===== src/rtl/adder_byte_serializer_if.sv =====
// Handshake and status bundle for adder_byte_serializer: the adder word input side,
// the per-channel byte output/ready pair, and the FIFO status flags.
interface adder_byte_serializer_if #(
  parameter int unsigned DEPTH_LOG2 = 2
);
  logic [63:0]         adder_data_in;
  logic                adder_valid;
  logic                adder_ready;
  logic                byte_rd;
  logic [7:0]          tx_byte;
  logic                tx_ready;
  logic [DEPTH_LOG2:0] word_count;
  logic                overflow;
  logic                underflow;

  modport master (
    output adder_data_in, adder_valid, byte_rd,
    input  adder_ready, tx_byte, tx_ready, word_count, overflow, underflow
  );

  modport slave (
    input  adder_data_in, adder_valid, byte_rd,
    output adder_ready, tx_byte, tx_ready, word_count, overflow, underflow
  );
endinterface


===== src/rtl/adder_byte_serializer.sv =====
// Buffers 64-bit adder words in a small FIFO and presents them one byte at a time.
// Define ADDER_SER_HEADER_EN to frame each word as A5, 8 data bytes, XOR checksum.
module adder_byte_serializer #(
  parameter int unsigned DEPTH_LOG2 = 2,
  parameter bit          LSB_FIRST  = 1'b1
) (
  input  logic clk,
  input  logic rst,
  input  logic clear,
  adder_byte_serializer_if.slave bus
);

  localparam int unsigned DEPTH = 1 << DEPTH_LOG2;
`ifdef ADDER_SER_HEADER_EN
  localparam logic [3:0] LAST_IDX = 4'd9;
`else
  localparam logic [3:0] LAST_IDX = 4'd7;
`endif

  typedef logic [DEPTH_LOG2:0] ptr_t;
  typedef enum logic [1:0] {IDLE, LOAD, SEND} state_t;

  state_t      state;
  logic [63:0] mem [DEPTH];
  ptr_t        wr_ptr, rd_ptr, count_next;
  logic        full, empty, push, pop;
  logic [63:0] head, shreg;
  logic [3:0]  idx;
  logic [7:0]  first_byte, next_byte;

  function automatic logic [7:0] data_byte(input logic [63:0] w, input logic [2:0] j);
    if (LSB_FIRST) return w[{j, 3'b000} +: 8];
    else           return w[{~j, 3'b000} +: 8];
  endfunction

  assign empty      = (wr_ptr == rd_ptr);
  assign full       = (wr_ptr[DEPTH_LOG2-1:0] == rd_ptr[DEPTH_LOG2-1:0]) &&
                      (wr_ptr[DEPTH_LOG2] != rd_ptr[DEPTH_LOG2]);
  assign push       = bus.adder_valid && !full && !clear;
  assign pop        = (state == LOAD) && !clear;
  assign head       = mem[rd_ptr[DEPTH_LOG2-1:0]];
  assign count_next = wr_ptr - rd_ptr + ptr_t'(push) - ptr_t'(pop);
  assign bus.word_count = wr_ptr - rd_ptr;

`ifdef ADDER_SER_HEADER_EN
  logic [7:0] csum, head_csum;

  always_comb begin
    head_csum = '0;
    for (int unsigned i = 0; i < 8; i++) head_csum ^= head[8*i +: 8];
  end

  // idx counts frame bytes; data byte k sits at frame index k+1
  assign first_byte = 8'hA5;
  assign next_byte  = (idx == LAST_IDX - 4'd1) ? csum : data_byte(shreg, 3'(idx));
`else
  assign first_byte = data_byte(head, 3'd0);
  assign next_byte  = data_byte(shreg, 3'(idx + 4'd1));
`endif

  always_ff @(posedge clk) begin
    if (push) mem[wr_ptr[DEPTH_LOG2-1:0]] <= bus.adder_data_in;
  end

  always_ff @(posedge clk or negedge rst) begin
    if (!rst) begin
      wr_ptr          <= '0;
      rd_ptr          <= '0;
      bus.adder_ready <= 1'b1;
      bus.overflow    <= 1'b0;
    end else if (clear) begin
      wr_ptr          <= '0;
      rd_ptr          <= '0;
      bus.adder_ready <= 1'b1;
      bus.overflow    <= 1'b0;
    end else begin
      if (push) wr_ptr <= wr_ptr + ptr_t'(1);
      if (pop)  rd_ptr <= rd_ptr + ptr_t'(1);
      if (bus.adder_valid && full) bus.overflow <= 1'b1;
      bus.adder_ready <= (count_next != ptr_t'(DEPTH));
    end
  end

  always_ff @(posedge clk or negedge rst) begin
    if (!rst) begin
      state         <= IDLE;
      shreg         <= '0;
      idx           <= '0;
      bus.tx_byte   <= '0;
      bus.tx_ready  <= 1'b0;
      bus.underflow <= 1'b0;
`ifdef ADDER_SER_HEADER_EN
      csum          <= '0;
`endif
    end else if (clear) begin
      state         <= IDLE;
      idx           <= '0;
      bus.tx_byte   <= '0;
      bus.tx_ready  <= 1'b0;
      bus.underflow <= 1'b0;
    end else begin
      if (bus.byte_rd && state != SEND) bus.underflow <= 1'b1;
      unique case (state)
        IDLE: if (!empty) state <= LOAD;
        LOAD: begin
          shreg        <= head;
          idx          <= '0;
          bus.tx_byte  <= first_byte;
          bus.tx_ready <= 1'b1;
`ifdef ADDER_SER_HEADER_EN
          csum         <= head_csum;
`endif
          state        <= SEND;
        end
        SEND: if (bus.byte_rd) begin
          if (idx == LAST_IDX) begin
            bus.tx_ready <= 1'b0;
            state        <= empty ? IDLE : LOAD;
          end else begin
            idx         <= idx + 4'd1;
            bus.tx_byte <= next_byte;
          end
        end
        default: state <= IDLE;
      endcase
    end
  end

endmodule


===== src/flat_wrapper.sv =====
// flat-port wrapper written by rule: the top's interface ports become plain ports
module adder_byte_serializer_flat 
#(
  parameter int unsigned DEPTH_LOG2 = 2,
  parameter bit          LSB_FIRST  = 1'b1
)
  (clk, rst, clear, bus_adder_data_in, bus_adder_valid, bus_byte_rd, bus_adder_ready, bus_tx_byte, bus_tx_ready, bus_word_count, bus_overflow, bus_underflow);
  adder_byte_serializer_if #(.DEPTH_LOG2(DEPTH_LOG2)) bus_i ();
  input  logic clk;
  input  logic rst;
  input  logic clear;
  input wire logic [$bits(bus_i.adder_data_in)-1:0] bus_adder_data_in;
  input wire logic [$bits(bus_i.adder_valid)-1:0] bus_adder_valid;
  input wire logic [$bits(bus_i.byte_rd)-1:0] bus_byte_rd;
  output wire logic [$bits(bus_i.adder_ready)-1:0] bus_adder_ready;
  output wire logic [$bits(bus_i.tx_byte)-1:0] bus_tx_byte;
  output wire logic [$bits(bus_i.tx_ready)-1:0] bus_tx_ready;
  output wire logic [$bits(bus_i.word_count)-1:0] bus_word_count;
  output wire logic [$bits(bus_i.overflow)-1:0] bus_overflow;
  output wire logic [$bits(bus_i.underflow)-1:0] bus_underflow;
  assign bus_i.adder_data_in = bus_adder_data_in;
  assign bus_i.adder_valid = bus_adder_valid;
  assign bus_i.byte_rd = bus_byte_rd;
  assign bus_adder_ready = bus_i.adder_ready;
  assign bus_tx_byte = bus_i.tx_byte;
  assign bus_tx_ready = bus_i.tx_ready;
  assign bus_word_count = bus_i.word_count;
  assign bus_overflow = bus_i.overflow;
  assign bus_underflow = bus_i.underflow;
  adder_byte_serializer #(.DEPTH_LOG2(DEPTH_LOG2), .LSB_FIRST(LSB_FIRST)) u_core (.clk(clk), .rst(rst), .clear(clear), .bus(bus_i));
endmodule

===== config.mk =====
export PLATFORM = sky130hd
export DESIGN_NAME = adder_byte_serializer_flat
export DESIGN_NICKNAME = d
export VERILOG_FILES = /design/src/rtl/adder_byte_serializer_if.sv /design/src/rtl/adder_byte_serializer.sv /design/src/flat_wrapper.sv
export SDC_FILE = /design/constraint.sdc
export NUM_CORES = 1
export LEC_CHECK = 0
export ABC_CLOCK_PERIOD_IN_PS = 4820
export BUFFER_PORTS_ARGS = -buffer_cell sky130_fd_sc_hd__buf_2
export CAP_MARGIN = 5
export CELL_PAD_IN_SITES_DETAIL_PLACEMENT = 0
export CELL_PAD_IN_SITES_GLOBAL_PLACEMENT = 1
export CORE_MARGIN = 2
export CORE_UTILIZATION = 40
export CTS_CLUSTER_DIAMETER = 100
export CTS_CLUSTER_SIZE = 30
export DETAILED_ROUTE_END_ITERATION = 10
export PLACE_DENSITY_LB_ADDON = 0.1
export SLEW_MARGIN = 20
export SYNTH_ARGS = -nofsm -noshare
export SYNTH_HDL_FRONTEND = slang
export SYNTH_SLANG_ARGS = --single-unit

===== constraint.sdc =====
create_clock -name clk -period 4.82 [get_ports clk]
set_input_delay 0.241 -clock clk [delete_from_list [all_inputs] [get_ports clk]]
set_output_delay 0.241 -clock clk [all_outputs]
set_load 0.01 [all_outputs]

==> impl_metrics.csv, run 1 <==
group,metric,value,unit
yosys,synth.most_common_cell,"edfxtp_1",
yosys,synth_top_area_frac,0.573,
routing,ant_nets,0,
setup_path,worstSetupEndpointType,"register",
cells_and_area,nFillCells,2806,
floorplanning,io-pin-count,84,
setup_path,cpPeakStageDelay,0.66,ns
timing,final_max_slew_viol_count,0,
routing,vias_per_cell,5.21,
place,routabilityCongestion,0.698,
power,power.density,437,nW/um^2
yosys,syn_nets,719,
yosys,yosysSeqAreaShare,0.738,
setup_path,r2r_cells,7,
cells_and_area,seqCellArea,9900,sq um
worst_hold_path,hold_path_class,"input pin to register",
floorplanning,num_rows,67,
setup_path,worstPathCellList,"inv_1, ha_1, nand2_1, o21ai_1, nor2_1, and2_2, buf_4",
clock_tree,post_cts_buffers,0,
timing,fin_crit_sh,0.579,
outcome,outcome,"finished, final reports clean",
place,dpl_cell_area,14300,sq um
cells_and_area,num_antenna_cells,0,
floorplanning,die_w,187,um
setup_path,arrival,2.99,ns
grt,grt_antenna_before_repair,0,
timing,max_slew_margin,0.265,
routing,wl,28200,um
cells_and_area,area_growth,14.9,%
clock_tree,clk_pin_slew_worst_paths,0.11,ns
setup_path,crit_start,"u_core.wr_ptr[0]",
floorplanning,die_height,187,um
yosys,synth_cells,638,
grt,grt_pass1_vias,6826,
setup_path,worstSetupStartpointType,"register",
timing,finalSetupViolations,0,
place,place_hpwl,16100,um
routing,firstDrtPassIters,4,
yosys,syn_area_per_cell,21.0,sq um
routing,drc,0,
floorplanning,dieArea,35000,sq um
cells_and_area,multi_input_area,3280,sq um
clock_tree,root_buffer,"clkbuf_16",
setup_path,cp_slowest_cell,"and2_2",
clock_tree,ctsHoldBuffers,65,
routing,vias,6459,
yosys,ys_seq_elements,344,
clock_tree,cts_buffer_depth,3,
cells_and_area,postLayoutCoreUtil,0.463,
yosys,synth_edf_count,256,
cells_and_area,final_nets,864,
routing,top_layer_used,"met4",
timing,skew,0.0153,ns
clock_tree,clock-sinks,344,
clock_tree,cts_buffers,15,
setup_path,reg2reg_from,"u_core.wr_ptr[0]",
timing,rsz0062_at_grt,"false",
timing,hold_viol,0,
timing,period_needed,2.79,ns
setup_path,required,5.02,ns
routing,met1Wirelength,13000,um
power,irDropWorstVdd,307,uV
grt,grt_max_degree,68,
routing,drt-initial-drc-count,458,
yosys,synth_area_leaders,"edfxtp_1 (57%), dfrtp_1 (16%), mux4_2 (13%)",
floorplanning,core-area,33300,sq um
grt,grt_pass1_wl,43700,um
routing,wl_per_cell,22.7,um
setup_path,crit_fanout,21,
yosys,synth_area_leader_cell,"edfxtp_1",
yosys,yosys_warnings,0,
place,placement.io_buffers,83,
routing,wl_met3,1060,um
clock_tree,cts_resized,0,
yosys,synth-async-reset-ratio,0.256,
yosys,synth_area,13400,sq um
setup_path,regToRegSetupSlack,2.03,ns
setup_path,setup.worst_path.end,"u_core.mem[0][59]",
floorplanning,start_util,0.403,
clock_tree,cts_tree,"yes",
cells_and_area,fin_area,15400,sq um
clock_tree,clkLatencyLatePin,0.51,ns
power,leakagePower,0.00525,uW
timing,fmax,0.358,GHz
timing,totalNegativeSetupSlack,0,ns
run,maxCapViolCount,0,
timing,tightest_slew,1.10,ns
setup_path,crit_type,"register to register",
setup_path,rr_endpoint,"u_core.mem[0][59]",
yosys,synth_cell_type_count,37,
yosys,synth_common_cells,"edfxtp_1 (256), dfrtp_1 (87), mux4_2 (80)",
cells_and_area,drive_gt1_frac,0.334,
routing,routed-wl-met2,13700,um
grt,overflow,0,
yosys,ys.flop_type,"edfxtp_1",
clock_tree,h-tree-depth,1,
grt,grt_util_all_layers,0.165,
==> cell families after synthesis <==
| logic type | after synthesis | share of synthesized area |
|---|---|---|
| and+or+nand+nor | 54 | 0.0192 |
| xor gates and xnor gates | 11 | 0.00719 |
| buffers and inverters | 42 | 0.0188 |
| DFF | 344 | 0.738 |
| AOI/OAI and AO/OA | 29 | 0.0149 |
| adders and majority gates | 12 | 0.0123 |
| muxes | 146 | 0.190 |
==> through the flow <==
step / std cells / power, uW / hold slack (ns) / setup slack, ns
2_1_floorplan: 638 / 4840 / -0.0546 / 1.12
3_3_place_gp: 1149 / 5280 / 0.256 / 1.92
3_5_place_dp: 1149 / 5310 / 0.259 / 1.92
4_1_cts: 1239 / 6830 / 0.00556 / 1.91
5_1_grt: 1239 / 7060 / 0.00528 / 1.79
6_report: 1239 / 6720 / 0.0257 / 2.03
==> worst min path at each step <==
stage                               start                    to  slack (ns)  cells past startpoint
floorplan                             rst   u_core.bus.overflow       -0.05                      0
detailed placement                    rst   u_core.bus.overflow        0.26                      1
CTS                           bus_byte_rd  u_core.bus.underflow       0.006                      3
global placement                      rst   u_core.bus.overflow        0.26                      1
finish              bus_adder_data_in[32]     u_core.mem[2][32]        0.03                      1
global route        bus_adder_data_in[32]     u_core.mem[3][32]       0.005                      1
==> power by group <==
group / internal, uW / switching, uW
Clock: 599 / 884
Combinational: 783 / 641
Sequential: 3580 / 238
Total: 4960 / 1760
==> critical path: cells and delay by family (launching register included) <==
kind,cells,cell delay [ns]
DFF,1,0.41
buffers and inverters,2,0.55
AOI/OAI and AO/OA,1,0.13
and+or+nand+nor,3,1.05
adders and majority gates,1,0.30
==> state kept, by name, summed over array words and instances (netlist names) <==
name	flops
u_core.mem	256
u_core.shreg	64
u_core.bus.tx_byte	8
u_core.idx	4
u_core.rd_ptr	3
u_core.wr_ptr	3
u_core.state	2
u_core.bus.adder_ready	1
u_core.bus.overflow	1
u_core.bus.tx_ready	1
u_core.bus.underflow	1
==> per-layer routing <==
layer | vias to the layer above | GRT usage
met5 | - | 0
met4 | 0 | 0.0314
met3 | 24 | 0.0246
met2 | 124 | 0.277
met1 | 3456 | 0.233
li1 | 2855 | -
==> placed cells by master, fill, tap and decap left out, drive strengths merged, types with 2 or more instances in the layout <==
cell type    synthesis  routed
a31oi                8       8
nand4                2       2
nand2                7       7
and2b                2       2
dfrtp               87      87
dlygate4sd3          0      65
inv                 10      10
o21ai                4       4
clkbuf               3      22
xnor2                7       7
a311o                2       2
and2                 4       4
mux4                80      80
a21oi                5       5
buf                 29      95
mux2                65      65
nor2                21      21
ha                  10      10
clkinv               0       3
nand3               11      11
fa                   2       2
xor2                 4       4
edfxtp             256     256
nor3                 2       2
a32oi                8       8
==> area by class of cell <==
cell class | instances | area share
clock buffer | 22 | 0.0261
clock inverter | 3 | 0.00162
inverter | 10 | 0.00244
multi-input combinational | 252 | 0.213
sequential | 344 | 0.642
tap | 448 | 0.0364
timing repair buffer | 160 | 0.0785
No activity file was read; power rests on OpenSTA's default activity.
==> run 2, diff against run 1 <==
--- a/config.mk
+++ b/config.mk
@@ -5,7 +5,7 @@
 export SDC_FILE = /design/constraint.sdc
 export NUM_CORES = 1
 export LEC_CHECK = 0
-export ABC_CLOCK_PERIOD_IN_PS = 4820
+export ABC_CLOCK_PERIOD_IN_PS = 2350
 export BUFFER_PORTS_ARGS = -buffer_cell sky130_fd_sc_hd__buf_2
 export CAP_MARGIN = 5
 export CELL_PAD_IN_SITES_DETAIL_PLACEMENT = 0
==> constraint.sdc (replaced) <==
create_clock -name clk -period 2.35 [get_ports clk]
set_input_delay 0.1175 -clock clk [delete_from_list [all_inputs] [get_ports clk]]
set_output_delay 0.1175 -clock clk [all_outputs]
set_load 0.01 [all_outputs]
==> run 2 against run 1 <==
  * Worst hold slack improved by 0.016 ns
  * Global-route usage increased by 0.30 points
  * Register-to-register slack worse by 2.0 ns
  * Maximum frequency is 21% higher
  * Sequential share of layout area fell by 2.1 points
  * Critical path type unchanged
  * Critical endpoint is now u_core.bus.adder_ready
  * Highest routed layer unchanged
==> impl_metrics.csv, run 2 (synthesis results as in run 1) <==
group,metric,value,unit
outcome,outcome,"finished, final reports clean",
routing,firstDrtPassIters,4,
setup_path,arrival,2.75,ns
routing,wl,29300,um
timing,fin_crit_sh,0.978,
setup_path,worstPathCellList,"ha_4, nand2_4, o21ai_4, nor2_2, inv_1, ha_1, inv_1, ha_2, fa_2, xnor2_2, xnor2_1, nand2_1",
clock_tree,cts_buffer_depth,3,
setup_path,crit_type,"register to register",
timing,final_max_slew_viol_count,0,
timing,hold_viol,0,
grt,grt_antenna_before_repair,0,
setup_path,cpPeakStageDelay,0.51,ns
routing,ant_nets,0,
clock_tree,h-tree-depth,1,
cells_and_area,drive_gt1_frac,0.371,
routing,drt-initial-drc-count,413,
clock_tree,cts_buffers,15,
floorplanning,dieArea,35000,sq um
routing,wl_per_cell,23.0,um
place,dp_slack,-0.114,ns
place,routabilityCongestion,0.753,
floorplanning,num_rows,67,
routing,vias,6584,
setup_path,worstSetupEndpointType,"register",
timing,holdWs,0.0412,ns
timing,finalSetupViolations,0,
floorplanning,io-pin-count,84,
cells_and_area,final_common_cell,"edfxtp_1",
run,maxCapViolCount,0,
grt,overflow,0,
clock_tree,clk_pin_slew_worst_paths,0.12,ns
floorplanning,die_height,187,um
grt,grt_pass1_wl,44100,um
cells_and_area,largest_register_ffs,256,
cells_and_area,most-common-layout-cells,"edfxtp_1 (256), dfrtp_1 (85), buf_2 (82), mux4_2 (80), dlygate4sd3_1 (69)",
timing,worst_slack,0.0518,ns
cells_and_area,nFillCells,2816,
grt,grt_pass1_vias,7030,
setup_path,cp_slowest_cell,"dfrtp_4",
power,power.density,888,nW/um^2
timing,rsz0062_at_grt,"true",
floorplanning,start_util,0.403,
power,power,14100,uW
floorplanning,die_w,187,um
setup_path,crit_top_cell,"inv_1",
timing,tightest_slew,0.466,ns
power,leakagePower,0.00548,uW
cells_and_area,area_growth,18.7,%
timing,max_slew_margin,0.689,
clock_tree,cts_tree,"yes",
setup_path,worstSetupStartpointType,"register",
clock_tree,clkLatencyLatePin,0.52,ns
grt,grt_max_degree,65,
setup_path,required,2.80,ns
timing,skew,0.0183,ns
setup_path,crit_fanout,2,
cells_and_area,num_antenna_cells,0,
routing,vias_per_cell,5.17,
setup_path,cp_top_family,"adder cells",
timing,fmax,0.435,GHz
clock_tree,clock-sinks,344,
timing,period_needed,2.30,ns
cells_and_area,final_nets,898,
place,place_hpwl,17600,um
place,placement.io_buffers,83,
worst_hold_path,hold_path_class,"input pin to asynchronous set/reset pin",
routing,drc,0,
power,irDropWorstVdd,512,uV
clock_tree,root_buffer,"clkbuf_16",
floorplanning,core-area,33300,sq um
grt,grt_util_all_layers,0.168,
setup_path,cp_num_buf_inv,2,
## run 2: cell count changes in the layout (fill, tap and decap cells not counted), moves of 2 or more
cell,delta
buf_16,+2
ha_4,+2
buf_4,+19
xnor2_2,+2
fa_1,-2
dlygate4sd3_1,+4
buf_12,+7
xnor2_1,-2
ha_1,-3
fa_2,+2
## run 2: area by class of cell
| type | count | area, sq um | share of cell area |
|---|---|---|---|
| sequential | 344 | 9900 | 0.622 |
| multi-input combinational | 252 | 3350 | 0.210 |
| timing repair buffer | 194 | 1640 | 0.103 |
| tap | 448 | 561 | 0.0352 |
| clock buffer | 22 | 402 | 0.0252 |
| inverter | 10 | 37.5 | 0.00236 |
| clock inverter | 3 | 25.0 | 0.00157 |
## run 2: stage by stage
step / utilization / cells / cell area (sq um) / TNS, ns
3_3_place_gp: 0.441 / 1175 / 14700 / -0.0682
5_1_grt: 0.478 / 1273 / 15900 / -0.0777
2_1_floorplan: - / 638 / 13500 / -48.32
6_report: 0.478 / 1273 / 15900 / 0
3_5_place_dp: 0.441 / 1175 / 14700 / -0.114
4_1_cts: 0.477 / 1272 / 15900 / 0
## run 2: path summary, 6_finish.rpt
kind	slack, ns	depth (start not counted)	end	from
max	0.05	12	u_core.bus.adder_ready	u_core.rd_ptr[0]
min	0.04	2	u_core.shreg[6]	rst
max reg2reg	0.05	12	u_core.bus.adder_ready	u_core.rd_ptr[0]
min reg2reg	0.52	1	u_core.shreg[62]	u_core.shreg[62]
max in group asynchronous	1.55	3	u_core.shreg[60]	rst
min in group clk	0.35	2	u_core.mem[3][51]	bus_adder_data_in[51]
## run 2: power breakdown
group	total [uW]	switching, uW	leakage [uW]	internal, uW
Clock	3040	1810	0.000205	1230
Combinational	3200	1410	0.00187	1790
Sequential	7880	540	0.00340	7340
## run 2: routing by layer
| layer | GRT usage | share of wire | vias to the layer above |
|---|---|---|---|
| met5 | 0 | 0 | - |
| met4 | 0.0293 | 0.015 | 0 |
| met2 | 0.278 | 0.48 | 111 |
| met1 | 0.248 | 0.47 | 3538 |
| met3 | 0.0165 | 0.028 | 22 |
| li1 | - | - | 2913 |
## run 2: what timing repair did
item                       4_1_cts  5_1_grt
resized for setup                2        4
cloned                           1        1
setup buffers                    2        0
pin swaps                        2        1
setup endpoints to repair        2       24
hold endpoints to repair       353        0
hold buffers                    69        0
==> run 3, diff against run 2 <==
--- a/config.mk
+++ b/config.mk
@@ -5,6 +5,7 @@
 export SDC_FILE = /design/constraint.sdc
 export NUM_CORES = 1
 export LEC_CHECK = 0
+export ABC_AREA = 1
 export ABC_CLOCK_PERIOD_IN_PS = 2350
 export BUFFER_PORTS_ARGS = -buffer_cell sky130_fd_sc_hd__buf_2
 export CAP_MARGIN = 5
==> run 3 against run 2 <==
  * Sequential share of layout area decreased by 1.6 points
  * Critical path depth increased by 2
  * Clock-buffer cell count unchanged
==> impl_metrics.csv, run 3 <==
group,metric,value,unit
outcome,outcome,"finished, final reports clean",
cells_and_area,most-common-layout-cells,"edfxtp_1 (256), nand2_1 (230), nor2_1 (143), o21ai_1 (128), dfrtp_1 (85)",
timing,period_needed,2.23,ns
routing,wl,32800,um
setup_path,cpPeakStageDelay,0.51,ns
setup_path,crit_fanout,2,
routing,vias,9037,
setup_path,regToRegSetupSlack,0.12,ns
yosys,synth_area_leaders,"edfxtp_1 (55%), dfrtp_1 (16%), nand2_1 (6.2%)",
timing,max_slew_margin,0.401,
setup_path,r2r_cells,14,
clock_tree,h-tree-depth,1,
cells_and_area,seqCellArea,9900,sq um
cells_and_area,postLayoutCoreUtil,0.475,
floorplanning,dieArea,36300,sq um
power,irDropWorstVdd,531,uV
routing,ant_nets,0,
setup_path,crit_type,"register to register",
grt,use_met3,0.0180,
grt,met1_usage,0.272,
timing,skew,0.0257,ns
yosys,yosysSeqAreaShare,0.711,
timing,finalSetupViolations,0,
place,placed_cells,1739,
clock_tree,root_buffer,"clkbuf_16",
cells_and_area,drive_gt1_frac,0.149,
grt,top_usage_layer,"met2",
setup_path,rr_endpoint,"u_core.bus.adder_ready",
floorplanning,num_rows,68,
grt,overflow,0,
floorplanning,core-area,34400,sq um
timing,tightest_slew,0.898,ns
worst_hold_path,hold_path_class,"input pin to asynchronous set/reset pin",
grt,grt_antenna_before_repair,0,
yosys,synth.most_common_cell,"edfxtp_1",
timing,rsz0062_at_grt,"true",
grt,grt_util_all_layers,0.183,
place,dp_slack,-0.0480,ns
run,maxCapViolCount,0,
timing,worst_slack,0.118,ns
timing,fmax,0.448,GHz
setup_path,arrival,2.70,ns
yosys,synth_area_leader_cell,"edfxtp_1",
clock_tree,clkLatencyLatePin,0.52,ns
setup_path,required,2.81,ns
yosys,synth_cells,1224,
routing,drc,0,
floorplanning,start_util,0.405,
cells_and_area,largest_register_ffs,256,
power,leakagePower,0.00630,uW
yosys,synth_area,13900,sq um
routing,wl_per_cell,17.9,um
setup_path,worstSetupStartpointType,"register",
yosys,synth_cell_type_count,28,
cells_and_area,stdcell_count,1836,
place,place_hpwl,20000,um
grt,grt_pass1_wl,51100,um
cells_and_area,final_nets,1453,
yosys,syn_nets,1305,
yosys,synth-async-reset-ratio,0.256,
setup_path,crit_cells,14,
yosys,ys.flop_type,"edfxtp_1",
yosys,synth_edf_count,256,
setup_path,worstPathCellList,"ha_4, nand3_2, nand2_2, nor2_4, inv_4, ha_4, inv_2, ha_4, fa_2, xor2_1, inv_1, nand2_1, nand2_1, nand2_1",
floorplanning,die_height,190,um
yosys,synth_common_cells,"edfxtp_1 (256), nand2_1 (231), nor2_1 (148)",
floorplanning,io-pin-count,84,
cells_and_area,final_common_cell,"edfxtp_1",
place,placement.io_buffers,83,
yosys,synth_top_area_frac,0.553,
setup_path,cp_num_buf_inv,3,
cells_and_area,multi_input_area,3430,sq um
cells_and_area,num_antenna_cells,0,
setup_path,crit_start,"u_core.rd_ptr[0]",
timing,fin_crit_sh,0.950,
timing,holdWs,0.107,ns
routing,vias_per_cell,4.92,
setup_path,cp_slowest_cell,"dfrtp_4",
clock_tree,clock-sinks,344,
yosys,syn_area_per_cell,11.4,sq um
grt,grt_max_degree,131,
yosys,ys_seq_elements,344,
cells_and_area,nFillCells,3134,
clock_tree,clk_pin_slew_worst_paths,0.11,ns
timing,hold_viol,0,
cells_and_area,area_growth,17.5,%
place,routabilityCongestion,0.742,
timing,final_max_slew_viol_count,0,
setup_path,setup.worst_path.end,"u_core.bus.adder_ready",
grt,grt_pass1_vias,8599,
grt,globalRouteMet2Util,0.296,
yosys,yosys_warnings,0,
clock_tree,cts_tree,"yes",
power,power.density,873,nW/um^2
setup_path,reg2reg_from,"u_core.rd_ptr[0]",
clock_tree,cts_buffer_depth,3,
setup_path,worstSetupEndpointType,"register",
clock_tree,cts_buffers,15,
routing,drt-initial-drc-count,531,
setup_path,cp_top_family,"adder cells",
routing,firstDrtPassIters,5,
floorplanning,die_w,190,um
run 3: cells by family (layout without fill, tap and decap cells):
logic type,count (synthesis),count (layout),share of synthesized area
DFF,344,344,0.711
xor gates and xnor gates,4,4,0.00252
AOI/OAI and AO/OA,246,246,0.0944
and+or+nand+nor,457,457,0.131
adders and majority gates,12,12,0.0119
buffers and inverters,161,318,0.0492
run 3: area by class of cell:
cell class | instances | share of cell area
multi-input combinational | 719 | 0.210
clock buffer | 22 | 0.0246
tap | 455 | 0.0349
clock inverter | 4 | 0.00337
sequential | 344 | 0.606
inverter | 92 | 0.0220
timing repair buffer | 200 | 0.0991
run 3: routing by layer:
metal | share of wire | up-vias
li1 | - | 4507
met1 | 0.50 | 4382
met2 | 0.46 | 119
met3 | 0.028 | 29
met4 | 0.011 | 0
met5 | 0 | -
run 3: report_power, final:
part | internal, uW | switching (uW) | total, uW
logic | 1290 | 2240 | 3530
registers | 7290 | 261 | 7560
clock network | 1350 | 1830 | 3170
total | 9930 | 4330 | 14300
run 3: timing repair:
action | 4_1_cts | 5_1_grt
buffers inserted | 0 | 2
endpoints found under the setup margin | 1 | 1
gates resized for setup | 1 | 4
pin swaps | 1 | 6
hold endpoints to repair | 296 | 0
hold buffers | 69 | 0
run 3: how the worst min path moves through the flow:
stage               from                   to  slack (ns)
global route         rst     u_core.shreg[30]        0.17
CTS                  rst     u_core.shreg[25]        0.13
detailed placement   rst     u_core.shreg[29]        0.15
global placement     rst     u_core.shreg[28]        0.15
finish               rst     u_core.shreg[25]        0.11
floorplan            rst  u_core.bus.overflow       -0.18
run 3: through the flow:
| step | total power (uW) | instance area [sq um] | TNS (ns) |
|---|---|---|---|
| after floorplan | 9910 | 14000 | -84.09 |
| after global placement | 11100 | 15100 | -0.0458 |
| after detailed placement | 11200 | 15100 | -0.0480 |
| after CTS | 14400 | 16300 | 0 |
| after global routing | 15100 | 16300 | -0.00539 |
| final | 14300 | 16300 | 0 |
